## config.mk

```make
export PLATFORM = sky130hd
export DESIGN_NAME = bth_uart_rx
export DESIGN_NICKNAME = d
export VERILOG_FILES = /design/src/rtl/bth_uart_pkg.sv /design/src/rtl/bth_rx_fifo.sv /design/src/rtl/bth_uart_rx.sv
export SDC_FILE = /design/constraint.sdc
export NUM_CORES = 1
export LEC_CHECK = 0
export CAP_MARGIN = 20
export CORE_MARGIN = 2
export CORE_UTILIZATION = 30
export CTS_CLUSTER_DIAMETER = 80
export DETAILED_ROUTE_END_ITERATION = 16
export SLEW_MARGIN = 25
export SYNTH_ARGS = -nofsm -noshare
export SYNTH_HDL_FRONTEND = slang
export SYNTH_SLANG_ARGS = --single-unit
```

## constraint.sdc

```tcl
create_clock -name clk -period 5.6 [get_ports clk]
set_clock_uncertainty 0.15 [all_clocks]
set_input_delay 1.4 -clock clk [delete_from_list [all_inputs] [get_ports clk]]
set_output_delay 1.4 -clock clk [all_outputs]
set_load 0.1 [all_outputs]
```

## src/rtl/bth_uart_pkg.sv

```systemverilog
// Shared definitions for the bth UART receiver: FSM state codes, parity modes
// and the helpers used to derive the baud divider and the expected parity bit.
package bth_uart_pkg;

    typedef enum logic [2:0] {
        ST_IDLE   = 3'b000,
        ST_START  = 3'b001,
        ST_DATA   = 3'b010,
        ST_PARITY = 3'b011,
        ST_STOP   = 3'b100,
        ST_BREAK  = 3'b101
    } state_t;

    localparam int PARITY_NONE = 0;
    localparam int PARITY_ODD  = 1;
    localparam int PARITY_EVEN = 2;

    // Rounded integer division: clocks per oversample tick.
    function automatic int calc_div(input int clk_hz, input int baud, input int os);
        calc_div = (clk_hz + (baud * os) / 2) / (baud * os);
    endfunction

    // Zero-extending the payload to 9 bits leaves its XOR unchanged.
    function automatic logic parity_bit(input int mode, input logic [8:0] data);
        parity_bit = (mode == PARITY_ODD) ? ~(^data) : ^data;
    endfunction

endpackage

```

## src/rtl/bth_rx_fifo.sv

```systemverilog
// Receive FIFO: power-of-two depth, extra pointer bit separates full from empty,
// head word read combinationally from storage.
module bth_rx_fifo #(
    parameter int WIDTH = 8,
    parameter int DEPTH = 4
) (
    input  logic             clk,
    input  logic             reset,
    input  logic             wr_en,
    input  logic [WIDTH-1:0] wr_data,
    input  logic             rd_en,
    output logic [WIDTH-1:0] rd_data,
    output logic             empty,
    output logic             full
);

    localparam int AW = $clog2(DEPTH);

    logic [WIDTH-1:0] r_mem [DEPTH];
    logic [AW:0]      r_wr_ptr;
    logic [AW:0]      r_rd_ptr;
    logic             w_do_rd;
    logic             w_do_wr;

    assign empty   = (r_wr_ptr == r_rd_ptr);
    assign full    = (r_wr_ptr[AW] != r_rd_ptr[AW]) &&
                     (r_wr_ptr[AW-1:0] == r_rd_ptr[AW-1:0]);
    assign w_do_rd = rd_en && !empty;
    // A pop in the same cycle frees the slot, so a full FIFO still accepts.
    assign w_do_wr = wr_en && (!full || w_do_rd);
    assign rd_data = r_mem[r_rd_ptr[AW-1:0]];

    always_ff @(posedge clk or posedge reset) begin
        if (reset) begin
            r_wr_ptr <= '0;
            r_rd_ptr <= '0;
            // NOTE: storage is reset so the head word reads zero out of reset.
            for (int i = 0; i < DEPTH; i++) r_mem[i] <= '0;
        end else begin
            if (w_do_wr) begin
                r_mem[r_wr_ptr[AW-1:0]] <= wr_data;
                r_wr_ptr                <= r_wr_ptr + (AW+1)'(1);
            end
            if (w_do_rd) r_rd_ptr <= r_rd_ptr + (AW+1)'(1);
        end
    end

endmodule

```

## src/rtl/bth_uart_rx.sv

```systemverilog
// Oversampling UART receiver: synchronizer, tick divider, framing FSM with
// optional parity and break detection, feeding a small receive FIFO.
module bth_uart_rx
    import bth_uart_pkg::*;
#(
    parameter int CLK_HZ     = 50000000,
    parameter int BAUD       = 9600,
    parameter int OVERSAMPLE = 16,
    parameter int DATA_BITS  = 8,
    parameter int PARITY     = 0,
    parameter int STOP_BITS  = 1,
    parameter int FIFO_DEPTH = 4
) (
    input  logic                 clk,
    input  logic                 reset,
    input  logic                 rx,
    input  logic                 rd_en,
    output logic [DATA_BITS-1:0] data_out,
    output logic                 data_valid,
    output logic                 parity_err,
    output logic                 frame_err,
    output logic                 overrun,
    output logic [2:0]           ste
);

    localparam int DIV   = calc_div(CLK_HZ, BAUD, OVERSAMPLE);
    localparam int DIV_W = (DIV > 1) ? $clog2(DIV) : 1;
    localparam int OS_W  = $clog2(OVERSAMPLE);
    localparam int BIT_W = $clog2(DATA_BITS);

    localparam logic [DIV_W-1:0] DIV_LAST  = DIV_W'(DIV - 1);
    localparam logic [OS_W-1:0]  OS_LAST   = OS_W'(OVERSAMPLE - 1);
    localparam logic [OS_W-1:0]  HALF_LAST = OS_W'(OVERSAMPLE / 2 - 1);
    localparam logic [BIT_W-1:0] BIT_LAST  = BIT_W'(DATA_BITS - 1);
    localparam logic             STOP_LAST = 1'(STOP_BITS - 1);

    state_t                 r_state;
    state_t                 w_state_nxt;
    logic [1:0]             r_sync;
    logic                   r_rx_prev;
    logic [DIV_W-1:0]       r_div_cnt;
    logic [OS_W-1:0]        r_os_cnt;
    logic [BIT_W-1:0]       r_bit_cnt;
    logic                   r_stop_cnt;
    logic                   r_stop_bad;
    logic [DATA_BITS-1:0]   r_shift;
    logic                   r_parity_err;
    logic                   r_frame_err;
    logic                   r_overrun;

    logic w_rx, w_fall, w_start, w_tick, w_sample;
    logic w_wr, w_perr, w_ferr, w_stop_low, w_full, w_empty;

    assign w_rx    = r_sync[1];
    assign w_fall  = r_rx_prev && !w_rx;
    assign w_start = (r_state == ST_IDLE) && w_fall;
    assign w_tick  = (r_div_cnt == DIV_LAST);
    // Start bit is sampled at its middle; later bits one full bit-time apart.
    assign w_sample = w_tick &&
        (r_os_cnt == ((r_state == ST_START) ? HALF_LAST : OS_LAST));

    always_ff @(posedge clk or posedge reset) begin
        if (reset) begin
            r_sync    <= 2'b11;
            r_rx_prev <= 1'b1;
            r_div_cnt <= '0;
        end else begin
            // NOTE: non-blocking assignments make the flops shift one stage per clock.
            r_sync    <= {r_sync[0], rx};
            r_rx_prev <= w_rx;
            r_div_cnt <= (w_start || w_tick) ? '0 : r_div_cnt + DIV_W'(1);
        end
    end

    always_ff @(posedge clk or posedge reset) begin
        if (reset) begin
            r_os_cnt   <= '0;
            r_bit_cnt  <= '0;
            r_stop_cnt <= 1'b0;
            r_stop_bad <= 1'b0;
            r_shift    <= '0;
        end else begin
            if (r_state == ST_IDLE) begin
                r_os_cnt   <= '0;
                r_bit_cnt  <= '0;
                r_stop_cnt <= 1'b0;
                r_stop_bad <= 1'b0;
            end else if (w_tick) begin
                r_os_cnt <= w_sample ? '0 : r_os_cnt + OS_W'(1);
            end
            if (w_sample && r_state == ST_DATA) begin
                r_shift   <= {w_rx, r_shift[DATA_BITS-1:1]};
                r_bit_cnt <= r_bit_cnt + BIT_W'(1);
            end
            if (w_sample && r_state == ST_STOP) begin
                r_stop_cnt <= r_stop_cnt + 1'b1;
                r_stop_bad <= r_stop_bad | ~w_rx;
            end
        end
    end

    always_ff @(posedge clk or posedge reset) begin
        if (reset) r_state <= ST_IDLE;
        else       r_state <= w_state_nxt;
    end

    always_comb begin
        // NOTE: every output gets a default first so no path infers a latch.
        w_state_nxt = r_state;
        w_wr        = 1'b0;
        w_perr      = 1'b0;
        w_ferr      = 1'b0;
        w_stop_low  = r_stop_bad | ~w_rx;
        case (r_state)
            ST_IDLE:   if (w_fall) w_state_nxt = ST_START;
            ST_START:  if (w_sample) w_state_nxt = w_rx ? ST_IDLE : ST_DATA;
            ST_DATA:
                if (w_sample && r_bit_cnt == BIT_LAST)
                    w_state_nxt = (PARITY != PARITY_NONE) ? ST_PARITY : ST_STOP;
            ST_PARITY:
                if (w_sample) begin
                    w_perr      = (w_rx != parity_bit(PARITY, 9'(r_shift)));
                    w_state_nxt = ST_STOP;
                end
            ST_STOP:
                if (w_sample && r_stop_cnt == STOP_LAST) begin
                    if (w_stop_low) begin
                        w_ferr      = 1'b1;
                        w_state_nxt = (r_shift == '0) ? ST_BREAK : ST_IDLE;
                    end else begin
                        w_wr        = 1'b1;
                        w_state_nxt = ST_IDLE;
                    end
                end
            ST_BREAK:  if (w_rx) w_state_nxt = ST_IDLE;
            default:   w_state_nxt = ST_IDLE;
        endcase
    end

    always_ff @(posedge clk or posedge reset) begin
        if (reset) begin
            r_parity_err <= 1'b0;
            r_frame_err  <= 1'b0;
            r_overrun    <= 1'b0;
        end else begin
            r_parity_err <= w_perr;
            r_frame_err  <= w_ferr;
            r_overrun    <= w_wr && w_full && !rd_en;
        end
    end

    bth_rx_fifo #(
        .WIDTH (DATA_BITS),
        .DEPTH (FIFO_DEPTH)
    ) u_fifo (
        .clk     (clk),
        .reset   (reset),
        .wr_en   (w_wr),
        .wr_data (r_shift),
        .rd_en   (rd_en),
        .rd_data (data_out),
        .empty   (w_empty),
        .full    (w_full)
    );

    assign data_valid = !w_empty;
    assign parity_err = r_parity_err;
    assign frame_err  = r_frame_err;
    assign overrun    = r_overrun;
    assign ste        = r_state;

endmodule

```

# --- Yosys cells after proc, flatten, opt, wreduce, memory -nomap -nowiden ---
# Index checks and enable logic that the tools add are counted.
word_totals:
  ff_bits: 73
  out_inout_bits: 15
  wordCells: 110
  in_bits: 4
classes:
  n_mux: 34
  n_reduce_logical: 26
  add_sub_neg: 6
  bitwise_logic: 5
  n_lt_le_gt_ge: 3
  n_eq_ne: 18
op_table:
  columns: ["op", "n"]
  rows:
  - ["bitwise mux 32 bit", 1]
  - ["2-to-1 mux 3 bit", 10]
  - ["2-to-1 mux 8 bit", 3]
  - ["case mux 3 bit (6 select lines)", 1]
  - ["binary-select mux 8 bit (select 2 bit)", 1]
  - ["demux 8 bit (select 2 bit)", 1]
  - ["2-to-1 mux 4 bit", 4]
  - ["logical AND 1 bit", 13]
  - ["2-to-1 mux 1 bit", 11]
  - ["adder 3 x 1 -> 3 bit, second input constant", 3]
  - ["adder 9 x 1 -> 9 bit, second input constant", 1]
  - ["equality test 3 bit, second input constant", 3]
  - ["equality test 9 bit, second input constant", 1]
  - ["2-to-1 mux 9 bit", 1]
  - ["XOR reduction 9 bit", 1]
  - ["zero test 8 bit", 1]
  - ["inequality test 2 bit, second input constant", 4]
  - ["equality test 3 x 2 -> 1 bit, second input constant", 2]
  - ["greater-or-equal comparator 3 bit, second input constant", 2]
  - ["inverter 2 -> 3 bit", 2]
  - ["AND reduction 6 bit", 1]
  - ["nonzero test 2 bit", 3]
  - ["adder 4 x 1 -> 4 bit, second input constant", 1]
  - ["equality test 4 bit", 1]
  - ["other kinds (13)", 20]

# --- Logic depth before layout (Yosys ltp) ---
# Gate-level depths: netlist of the first run.
logic_depth:
  depth_word: 9
  depth_mapped: 8
  depth_no_buf: 6

# --- Cells and area by module ---
# From an unflattened synthesis of the first run, not the netlist that was laid out.
unflattened:
  cells_unflattened: 289
  hier_area_um2: 3762.4
by_module_without_submodules:
  columns: ["mod", "n_inst", "cells_each", "seq_area_each_um2", "area_per_inst_um2"]
  rows:
  - ["bth_rx_fifo", 1, 112, 950.9, 1895.6]
  - ["bth_uart_rx", 1, 177, 879.6, 1866.8]

# --- Worst setup path before layout of the first run ---
# Ideal clock, no wire load.
synth_path:
  path_type: "reg2out"
  startpoint: "register u_fifo.r_rd_ptr[0]"
  endpoint: "output port data_valid"
  setup_slack_ns: 2.544
  path_buffers: 1
  stages_incl_launch_ff: 4
  arrival_time_ns: 1.506
  t_required_ns: 4.050
  path_cell_list: "dfrtp_1 > buf_4 > xnor2_1 > nand3b_1"
synth_between:
  elab_chain_len: 2
synth_rtl:
  columns: ["element", "line", "rtl"]
  rows:
  - ["from (decl)", "bth_rx_fifo.sv:21", "logic [AW:0] r_rd_ptr;"]
  - ["from (signal assigned)", "bth_rx_fifo.sv:44", "if (w_do_rd) r_rd_ptr <= r_rd_ptr + (AW+1)'(1);"]
  - ["equality test 3 bit", "bth_rx_fifo.sv:25", "assign empty = (r_wr_ptr == r_rd_ptr);"]
  - ["zero test 1 bit", "bth_uart_rx.sv:166", "assign data_valid = !w_empty;"]
  - ["to (decl)", "bth_uart_rx.sv:19", "output logic data_valid,"]
# Every way passes these cells.

# --- Worst setup path in the final report of the first run ---
layout_path:
  startpoint: "register u_fifo.r_rd_ptr[0]"
  endpoint: "output port data_out[0]"
layout_between:
  elab_chain_len: 4
layout_rtl:
  columns: ["element", "line", "rtl"]
  rows:
  - ["inverter 2 -> 3 bit (not written as such)", "bth_rx_fifo.sv:31", "assign rd_data = r_mem[r_rd_ptr[AW-1:0]];"]
  - ["binary-select mux 8 bit (select 2 bit)", "bth_rx_fifo.sv:31", null]
  - ["2-to-1 mux 8 bit (not written as such) (2 in series)", "bth_rx_fifo.sv:31", null]
  - ["to (decl)", "bth_uart_rx.sv:18", "output logic [DATA_BITS-1:0] data_out,"]
# Every way passes these cells. The select of a mux whose other input is x is not followed.

==> results of run 1 <==
state kept, by name (all words and copies together), names as in the netlist:
register / count
u_fifo.r_mem: 32
r_div_cnt: 9
r_shift: 8
r_os_cnt: 4
r_bit_cnt: 3
ste: 3
u_fifo.r_rd_ptr: 3
u_fifo.r_wr_ptr: 3
r_sync: 2
frame_err: 1
overrun: 1
parity_err: 1
r_rx_prev: 1
r_stop_bad: 1
r_stop_cnt: 1
worst max-delay path: cells and delay by family, from the launching register on:
kind,cells,cell delay [ns]
muxes,1,0.59
DFF,1,0.76
buffers and inverters,1,0.98
Yosys cell counts (3+ instances only):
library cell  number  area [um^2]
nor2_1            13         48.8
mux4_2             8          180
buf_2              3         15.0
xor2_1             6         52.6
mux2_4            16          240
inv_1             15         56.3
mux2_2            19          214
nor4bb_1           3         30.0
nand2b_1           4         25.0
or4_1              5         37.5
nand4_1            3         18.8
nand3_1            7         35.0
xnor2_1           14          123
nor2b_1            4         25.0
clkbuf_1           5         18.8
ha_1              14          175
nor3b_1            4         30.0
mux2i_1           10          100
nand2_1           18         67.6
dfstp_2            3         78.8
nor3_1             6         30.0
o21ai_0            3         15.0
dfrtp_1           70         1750
path summary, 6_finish.rpt:
| kind | start | end | cells after the start |
|---|---|---|---|
| worst max-delay path | u_fifo.r_rd_ptr[0]$_DFFE_PP0P_ | data_out[0] | 2 |
| worst min-delay path | r_sync[0]$_DFF_PP1_ | r_sync[1]$_DFF_PP1_ | 0 |
| worst max register to register | ste[0]$_DFFE_PP0P_ | u_fifo.r_mem[28]$_DFFE_PP0P_ | 4 |
| worst min register to register | r_sync[0]$_DFF_PP1_ | r_sync[1]$_DFF_PP1_ | 0 |
| max in group asynchronous | reset | u_fifo.r_mem[2]$_DFFE_PP0P_ | 3 |
| min in group asynchronous | reset | u_fifo.r_wr_ptr[1]$_DFFE_PP0P_ | 2 |
cells by family (layout without fill, tap and decap cells):
logic type	count (synthesis)	in the layout	synth area share (%)
AND/OR/NAND/NOR	86	86	14.6
buffers and inverters	27	52	3.34
adder cells (fa/ha/maj)	14	14	4.72
XOR/XNOR	20	20	4.72
multiplexers	53	53	19.8
AO/OA/AOI/OAI	19	19	3.51
flip-flops	73	73	49.3
power groups by stage:
stage          registers, mW  logic [mW]  clock network [mW]
6_report               0.642       0.183               0.558
5_1_grt                0.653       0.203               0.603
4_1_cts                0.644       0.186               0.575
3_5_place_dp           0.652       0.185                   0
3_3_place_gp           0.649       0.179                   0
2_1_floorplan          0.607       0.189                   0
per-stage QoR:
| stage | worst slack (ns) | util (%) | cell area, um^2 | power [mW] | hold WS (ns) |
|---|---|---|---|---|---|
| finish | 1.39 | 36.1 | 4360 | 1.38 | 0.209 |
| global route | 1.26 | 36.1 | 4360 | 1.46 | 0.219 |
| CTS | 1.33 | 36.1 | 4350 | 1.41 | 0.212 |
| detailed placement | 1.70 | 33.7 | 4060 | 0.838 | 0.197 |
| global placement | 1.73 | 33.7 | 4060 | 0.828 | 0.197 |
| floorplan | 2.20 | - | 3710 | 0.796 | 0.195 |
metal layers:
metal	up-vias	GRT usage [%]	wire length (um)
met3	10	3.53	221
met2	27	17.4	3120
met1	1145	16.1	3430
li1	1091	-	-
met5	-	0	0
met4	0	4.10	80
cell type report:
cell class	instances	area (um^2)
tap	168	210
clock buffer	11	233
sequential	73	1830
timing repair buffer	21	203
fill	1183	7710
inverter	15	56.3
clock inverter	5	56.3
multi-input combinational	192	1770
==> impl_metrics.csv, run 1 <==
group,metric,value,unit
run_status,status,"finished clean",
route,num_vias,2273,
placed_design,hpwl,4770,um
layout,stdcell_count,485,
route,drcViolationCount,0,
route,drt_iter0_drc,122,
placed_design,gp_congestion,0.779,
power_and_ir_drop,p_sw,377,uW
logic_synthesis,syn_area_per_cell,12.7,um^2
critical_path,cp_data_required_time,4.05,ns
logic_synthesis,yosys_warnings,0,
die,dieArea,13300,um^2
layout,diodes,0,
logic_synthesis,synth_flop_cell,"dfrtp_1",
global_route,grt_max_degree,41,
critical_path,start_kind,"flop",
timing,slew_viol_final,0,
critical_path,arrival,2.66,ns
logic_synthesis,ys_types,53,
global_route,grt_pass1_vias,2364,
logic_synthesis,syn-instance-count,292,
global_route,grt_overflow,0,
power_and_ir_drop,vdd_drop_max,0.000230,V
global_route,grt_pass1_wl,12100,um
layout,final_cell_mix,"dfrtp_1 (70), mux2_2 (19), nand2_1 (18), clkdlybuf4s50_1 (18), mux2_4 (16)",
critical_path,rrSetupSlack,2.55,ns
route,ant_nets,0,
logic_synthesis,syn-cell-area,3710,um^2
timing,setup_tns,0,ns
power_and_ir_drop,powerDensity,318,nW/um^2
critical_path,cpMaxStageDelayCell,"clkdlybuf4s50_1",
power_and_ir_drop,p_leak,1.87,nW
timing,hold_viol_final,0,
die,coreArea,12100,um^2
route,via_per_inst,4.69,
layout,syn_to_final_growth,17.4,%
clock_network,postCtsHoldBufs,0,
clock_network,root_buffer,"clkbuf_16",
die,die_w,115,um
power_and_ir_drop,combPwrFrac,13.2,%
clock_network,clk_latency,0.33,ns
layout,layout_commonest_cell,"dfrtp_1",
clock_network,clk_pin_slew_worst_paths,0.06,ns
route,wirelength,6850,um
die,initial_utilization,30.8,%
route,dr.pass1.iters,4,
critical_path,slowest_delay,0.98,ns
logic_synthesis,ys_ff_latch,73,
timing,slew_headroom,33.6,%
placed_design,io_buffers,18,
timing,period_share,75.3,%
clock_network,cts_resized,0,
clock_network,cts_max_level,3,
critical_path,timing.critical_path.to_type,"primary output",
power_and_ir_drop,power.internal,1.01,mW
timing,tightestPinTransition,0.993,ns
power_and_ir_drop,seq_power_share,46.4,%
global_route,antenna_found_initial,0,
clock_network,cts_sinks,73,
logic_synthesis,seq_area_frac_synth,49.3,%
power_and_ir_drop,pwr-share-clk,40.4,%
route,routedWlPerCell,14.1,um
die,core.rowCount,40,
timing,rsz0062_at_grt,"no",
clock_network,clk_path_buf_depth,2,
logic_synthesis,syn_nets,310,
flow_run,max_cap_violations,0,
critical_path,path_cells,"mux4_2, clkdlybuf4s50_1",
critical_path,crit_fanout,11,
placed_design,dp.cells,469,
clock_network,post_cts_buffers,0,
hold_path,hp-class,"flop to flop",
logic_synthesis,synth_edf_count,0,
clock_network,cts_buffers,9,
layout,nets,330,
global_route,grt_usage,11.7,%
timing,fmaxAchievable,237,MHz
die,die_height,115,um
clock_network,cts_tree,"built",
power_and_ir_drop,swShare,27.3,%
layout,drive_gt1_share,22.1,%
logic_synthesis,synth_async_sr_flop_share,100,%
die,io_pins,19,
timing,setup_viol,0,
timing,min_period,4.21,ns
critical_path,critPathKind,"flop to primary output",
(Power assumes the default switching activity.)
==> run 2, diff against run 1 <==
Clock period 5.6 ns to 4 ns, I/O delays scaled along.
==> impl_metrics.csv, run 2 (synthesis gave the netlist of run 1 again) <==
group,metric,value,unit
run_status,status,"finished clean",
layout,syn_to_final_growth,18.8,%
die,coreArea,12100,um^2
critical_path,critPathKind,"flop to primary output",
route,via_per_inst,4.69,
critical_path,crit_fanout,11,
critical_path,cp_data_required_time,2.85,ns
timing,holdWs,0.212,ns
global_route,antenna_found_initial,0,
clock_network,root_buffer,"clkbuf_16",
layout,reg_top3,"u_fifo.r_mem: 32 flops, r_div_cnt: 9 flops, r_shift: 8 flops",
clock_network,postCtsHoldBufs,0,
layout,drive_gt1_share,26.2,%
layout,diodes,0,
clock_network,cts_tree,"built",
clock_network,clk_path_buf_depth,2,
timing,slew_viol_final,0,
route,wirelength,6830,um
timing,fin_ws,0.876,ns
layout,final_cell_mix,"dfrtp_1 (70), mux2_2 (19), nand2_1 (18)",
timing,setup_tns,0,ns
route,drcViolationCount,0,
die,initial_utilization,30.8,%
layout,finalInstanceArea,4410,um^2
route,dr.pass1.iters,4,
route,ant_nets,0,
global_route,grt_overflow,0,
route,drt_iter0_drc,127,
global_route,grt_max_degree,74,
power_and_ir_drop,p_leak,1.91,nW
placed_design,dpl_cell_area,4030,um^2
clock_network,post_cts_buffers,0,
route,num_vias,2273,
die,die_height,115,um
timing,slew_headroom,34.9,%
clock_network,cts_buffers,9,
clock_network,cts_max_level,3,
critical_path,arrival,1.97,ns
route,routedWlPerCell,14.1,um
clock_network,cts_sinks,73,
die,dieArea,13300,um^2
power_and_ir_drop,vdd_drop_max,0.000273,V
timing,min_period,3.12,ns
placed_design,gp_congestion,0.776,
critical_path,start_kind,"flop",
clock_network,clk_pin_slew_worst_paths,0.06,ns
timing,fmaxAchievable,320,MHz
timing,rsz0062_at_grt,"no",
placed_design,place_ws,0.686,ns
flow_run,max_cap_violations,0,
die,die_w,115,um
timing,setup_viol,0,
layout,nets,331,
layout,layout_commonest_cell,"dfrtp_1",
power_and_ir_drop,powerDensity,483,nW/um^2
die,core.rowCount,40,
placed_design,hpwl,4680,um
layout,largest_reg_flops,32,
die,io_pins,19,
timing,hold_viol_final,0,
timing,tightestPinTransition,0.974,ns
critical_path,timing.critical_path.to_type,"primary output",
clock_network,cts_resized,0,
hold_path,hp-class,"flop to flop",
global_route,grt_pass1_vias,2366,
clock_network,clk_latency,0.33,ns
global_route,grt_usage,11.5,%
placed_design,io_buffers,18,
global_route,grt_pass1_wl,11800,um
timing,period_share,78.1,%
layout,max_flop_register,"u_fifo.r_mem",
==> run 2: power by group <==
group,internal (mW),total [mW],leakage [nW],switching [mW]
sequential,0.791,0.902,0.978,0.111
combinational,0.137,0.253,0.764,0.116
clock,0.670,0.973,0.173,0.303
==> run 2: cell type report <==
| cell class | count | area (um^2) |
|---|---|---|
| fill | 1180 | 7650 |
| sequential | 73 | 1830 |
| multi-input combinational | 192 | 1760 |
| clock buffer | 10 | 229 |
| tap | 168 | 210 |
| timing repair buffer | 22 | 193 |
| clock inverter | 5 | 129 |
| inverter | 15 | 56.3 |
==> run 2: final timing paths <==
path / cells past startpoint / from / endpoint / slack, ns
max in group asynchronous: 4 / reset / u_fifo.r_mem[29]$_DFFE_PP0P_ / 2.24
hold reg to reg: 0 / r_sync[0]$_DFF_PP1_ / r_sync[1]$_DFF_PP1_ / 0.21
setup reg to reg: 4 / ste[0]$_DFFE_PP0P_ / u_fifo.r_mem[24]$_DFFE_PP0P_ / 0.99
setup / recovery: 2 / u_fifo.r_rd_ptr[0]$_DFFE_PP0P_ / data_out[7] / 0.88
hold / removal: 0 / r_sync[0]$_DFF_PP1_ / r_sync[1]$_DFF_PP1_ / 0.21
min in group asynchronous: 3 / reset / r_div_cnt[0]$_DFF_PP0_ / 0.90
==> run 2: worst max-delay path, stage by stage, from the launching register on <==
cell and delay, ns:
dfrtp_1 0.78, mux4_2 0.61, buf_4 0.25
==> run 2: per-stage QoR <==
| step | util [%] | power [mW] | instances |
|---|---|---|---|
| 2_1_floorplan | - | 1.11 | 292 |
| 4_1_cts | 36.4 | 2.16 | 484 |
| 6_report | 36.5 | 2.13 | 485 |
| 3_3_place_gp | 33.4 | 1.16 | 469 |
| 5_1_grt | 36.5 | 2.23 | 485 |
| 3_5_place_dp | 33.4 | 1.17 | 469 |
==> run 2: routing by layer <==
metal / vias to the layer above / wire (um) / global-route usage [%] / share of wire, %
met4: 0 / 101 / 3.86 / 1.5
met3: 8 / 245 / 4.01 / 3.6
met2: 29 / 3060 / 17.5 / 45
met1: 1149 / 3420 / 15.3 / 50
li1: 1087 / - / - / -
met5: - / 0 / 0 / 0
==> run 3, diff against run 2 <==
Clock period 4 ns to 2.6 ns, I/O delays scaled along.
==> impl_metrics.csv, run 3 (synthesis gave the netlist of run 1 again) <==
group,metric,value,unit
power_and_ir_drop,p_total,3.24,mW
critical_path,rrSetupSlack,0.05,ns
critical_path,arrival,2.62,ns
clock_network,cts_sinks,73,
timing,fmaxAchievable,392,MHz
critical_path,cp_data_required_time,2.67,ns
global_route,grt_max_degree,74,
power_and_ir_drop,p_sw,836,uW
layout,drive_gt1_share,35.1,%
critical_path,start_kind,"flop",
timing,rsz0062_at_grt,"no",
timing,min_period,2.55,ns
critical_path,critPathKind,"flop to flop",
global_route,grt_pass1_vias,2511,
global_route,grt_pass1_wl,12600,um
power_and_ir_drop,vdd_drop_max,0.000337,V
route,wirelength,7360,um
critical_path,r2r-end,"u_fifo.r_mem[31]$_DFFE_PP0P_",
die,die_w,115,um
layout,syn_to_final_growth,29.4,%
flow_run,max_cap_violations,0,
power_and_ir_drop,pwr-share-clk,41.1,%
timing,tightestPinTransition,0.844,ns
hold_path,hold_depth,0,
global_route,grt_overflow,0,
power_and_ir_drop,power.internal,2.40,mW
global_route,grt_usage,12.1,%
clock_network,cts_tree,"built",
hold_path,worstHoldStart,"r_sync[0]$_DFF_PP1_",
clock_network,root_buffer,"clkbuf_16",
die,initial_utilization,30.8,%
clock_network,clk_latency,0.33,ns
hold_path,hold_end,"r_sync[1]$_DFF_PP1_",
layout,nets,361,
timing,slew_viol_final,0,
critical_path,timing.critical_path.to_type,"flop",
timing,period_share,98.2,%
route,drt_iter0_drc,150,
die,io_pins,19,
power_and_ir_drop,powerDensity,675,nW/um^2
critical_path,r2r_cells,5,
timing,setup_viol,0,
clock_network,post_cts_buffers,0,
clock_network,clk_path_buf_depth,2,
route,drcViolationCount,0,
power_and_ir_drop,combPwrFrac,19.5,%
timing,slew_headroom,42.3,%
route,ant_nets,0,
power_and_ir_drop,swShare,25.8,%
route,via_per_inst,4.66,
layout,max_flop_register,"u_fifo.r_mem",
layout,layout_commonest_cell,"dfrtp_1",
route,num_vias,2407,
layout,diodes,0,
layout,final_cell_mix,"dfrtp_1 (67), buf_4 (36), mux2_4 (27)",
critical_path,crit_fanout,8,
timing,hold_viol_final,0,
route,dr.pass1.iters,4,
run_status,status,"finished clean",
route,routedWlPerCell,14.3,um
clock_network,clk_pin_slew_worst_paths,0.06,ns
layout,final_util,39.8,%
layout,largest_reg_flops,32,
die,die_height,115,um
hold_path,hp-class,"flop to flop",
clock_network,cts_max_level,3,
die,core.rowCount,40,
placed_design,hpwl,5280,um
critical_path,startpoint,"ste[0]$_DFFE_PP0P_",
global_route,antenna_found_initial,0,
die,dieArea,13300,um^2
power_and_ir_drop,p_leak,2.09,nW
clock_network,cts_buffers,9,
power_and_ir_drop,seq_power_share,39.4,%
die,coreArea,12100,um^2
critical_path,r2r_start,"ste[0]$_DFFE_PP0P_",
layout,reg_top3,"u_fifo.r_mem: 32 flops, r_div_cnt: 9 flops, r_shift: 8 flops",
placed_design,io_buffers,18,
placed_design,gp_congestion,0.792,
-- run 3: changes by cell type in the layout (fill, tap and decap cells not counted), moves of 3 or more --
cell,delta
buf_4,+21
mux2_2,-11
mux2_4,+11
buf_12,+10
clkdlybuf4s50_1,-3
dfrtp_1,-3
-- run 3: through the flow --
stage	worst slack [ns]	setup TNS (ns)	std cells	area (um^2)	hold slack [ns]
after floorplan	-0.167	-4.64	292	3770	0.195
after global routing	0.00108	0	516	4800	0.216
after CTS	0.00924	0	516	4780	0.210
after detailed placement	-0.0705	-1.35	500	4450	0.203
final	0.0473	0	516	4800	0.208
after global placement	-0.0838	-1.46	500	4450	0.200
-- run 3: power by group through the flow --
| stage | Sequential, mW | Clock [mW] | Combinational (mW) |
|---|---|---|---|
| 4_1_cts | 1.28 | 1.37 | 0.632 |
| 3_5_place_dp | 1.30 | 0 | 0.626 |
| 2_1_floorplan | 1.31 | 0 | 0.408 |
| 6_report | 1.28 | 1.33 | 0.631 |
| 3_3_place_gp | 1.29 | 0 | 0.612 |
| 5_1_grt | 1.29 | 1.42 | 0.692 |
-- run 3: metal layers --
metal	vias up	GRT usage, %	routed length, um
met2	33	18.9	3420
li1	1145	-	-
met3	9	3.16	199
met5	-	0	0
met4	0	3.61	94
met1	1220	16.6	3640
-- run 3: cell type report --
cell class | count | area, um^2
Fill cell | 1151 | 7260
Clock inverter | 4 | 76.3
Clock buffer | 12 | 246
Multi-Input combinational cell | 192 | 1820
Inverter | 15 | 60.1
Timing Repair Buffer | 52 | 543
Tap cell | 168 | 210
Sequential cell | 73 | 1840
-- run 3: worst max-delay path by stage --
stage	depth (start not counted)	slack (ns)	to
final	5	0.05	u_fifo.r_mem[31]$_DFFE_PP0P_
after global routing	8	0.001	u_fifo.r_mem[6]$_DFFE_PP0P_
after CTS	7	0.009	u_fifo.r_mem[31]$_DFFE_PP0P_
after detailed placement	5	-0.07	u_fifo.r_mem[24]$_DFFE_PP0P_
after global placement	5	-0.08	u_fifo.r_mem[26]$_DFFE_PP0P_
after floorplan	6	-0.17	u_fifo.r_mem[10]$_DFFE_PP0P_
-- run 3: critical path, stage by stage, from the launching register on --
cell	delay [ns]
dfrtp_4	0.47
or2_1	0.27
or4_4	0.57
or4_1	0.50
buf_6	0.17
mux2_4	0.30
-- run 3: what timing repair did --
| item | CTS | global route |
|---|---|---|
| setup endpoints to repair | 25 | 24 |
| cloned | 0 | 0 |
| gates resized for setup | 2 | 3 |
| hold buffers | 0 | 0 |
| pin swaps | 0 | 1 |
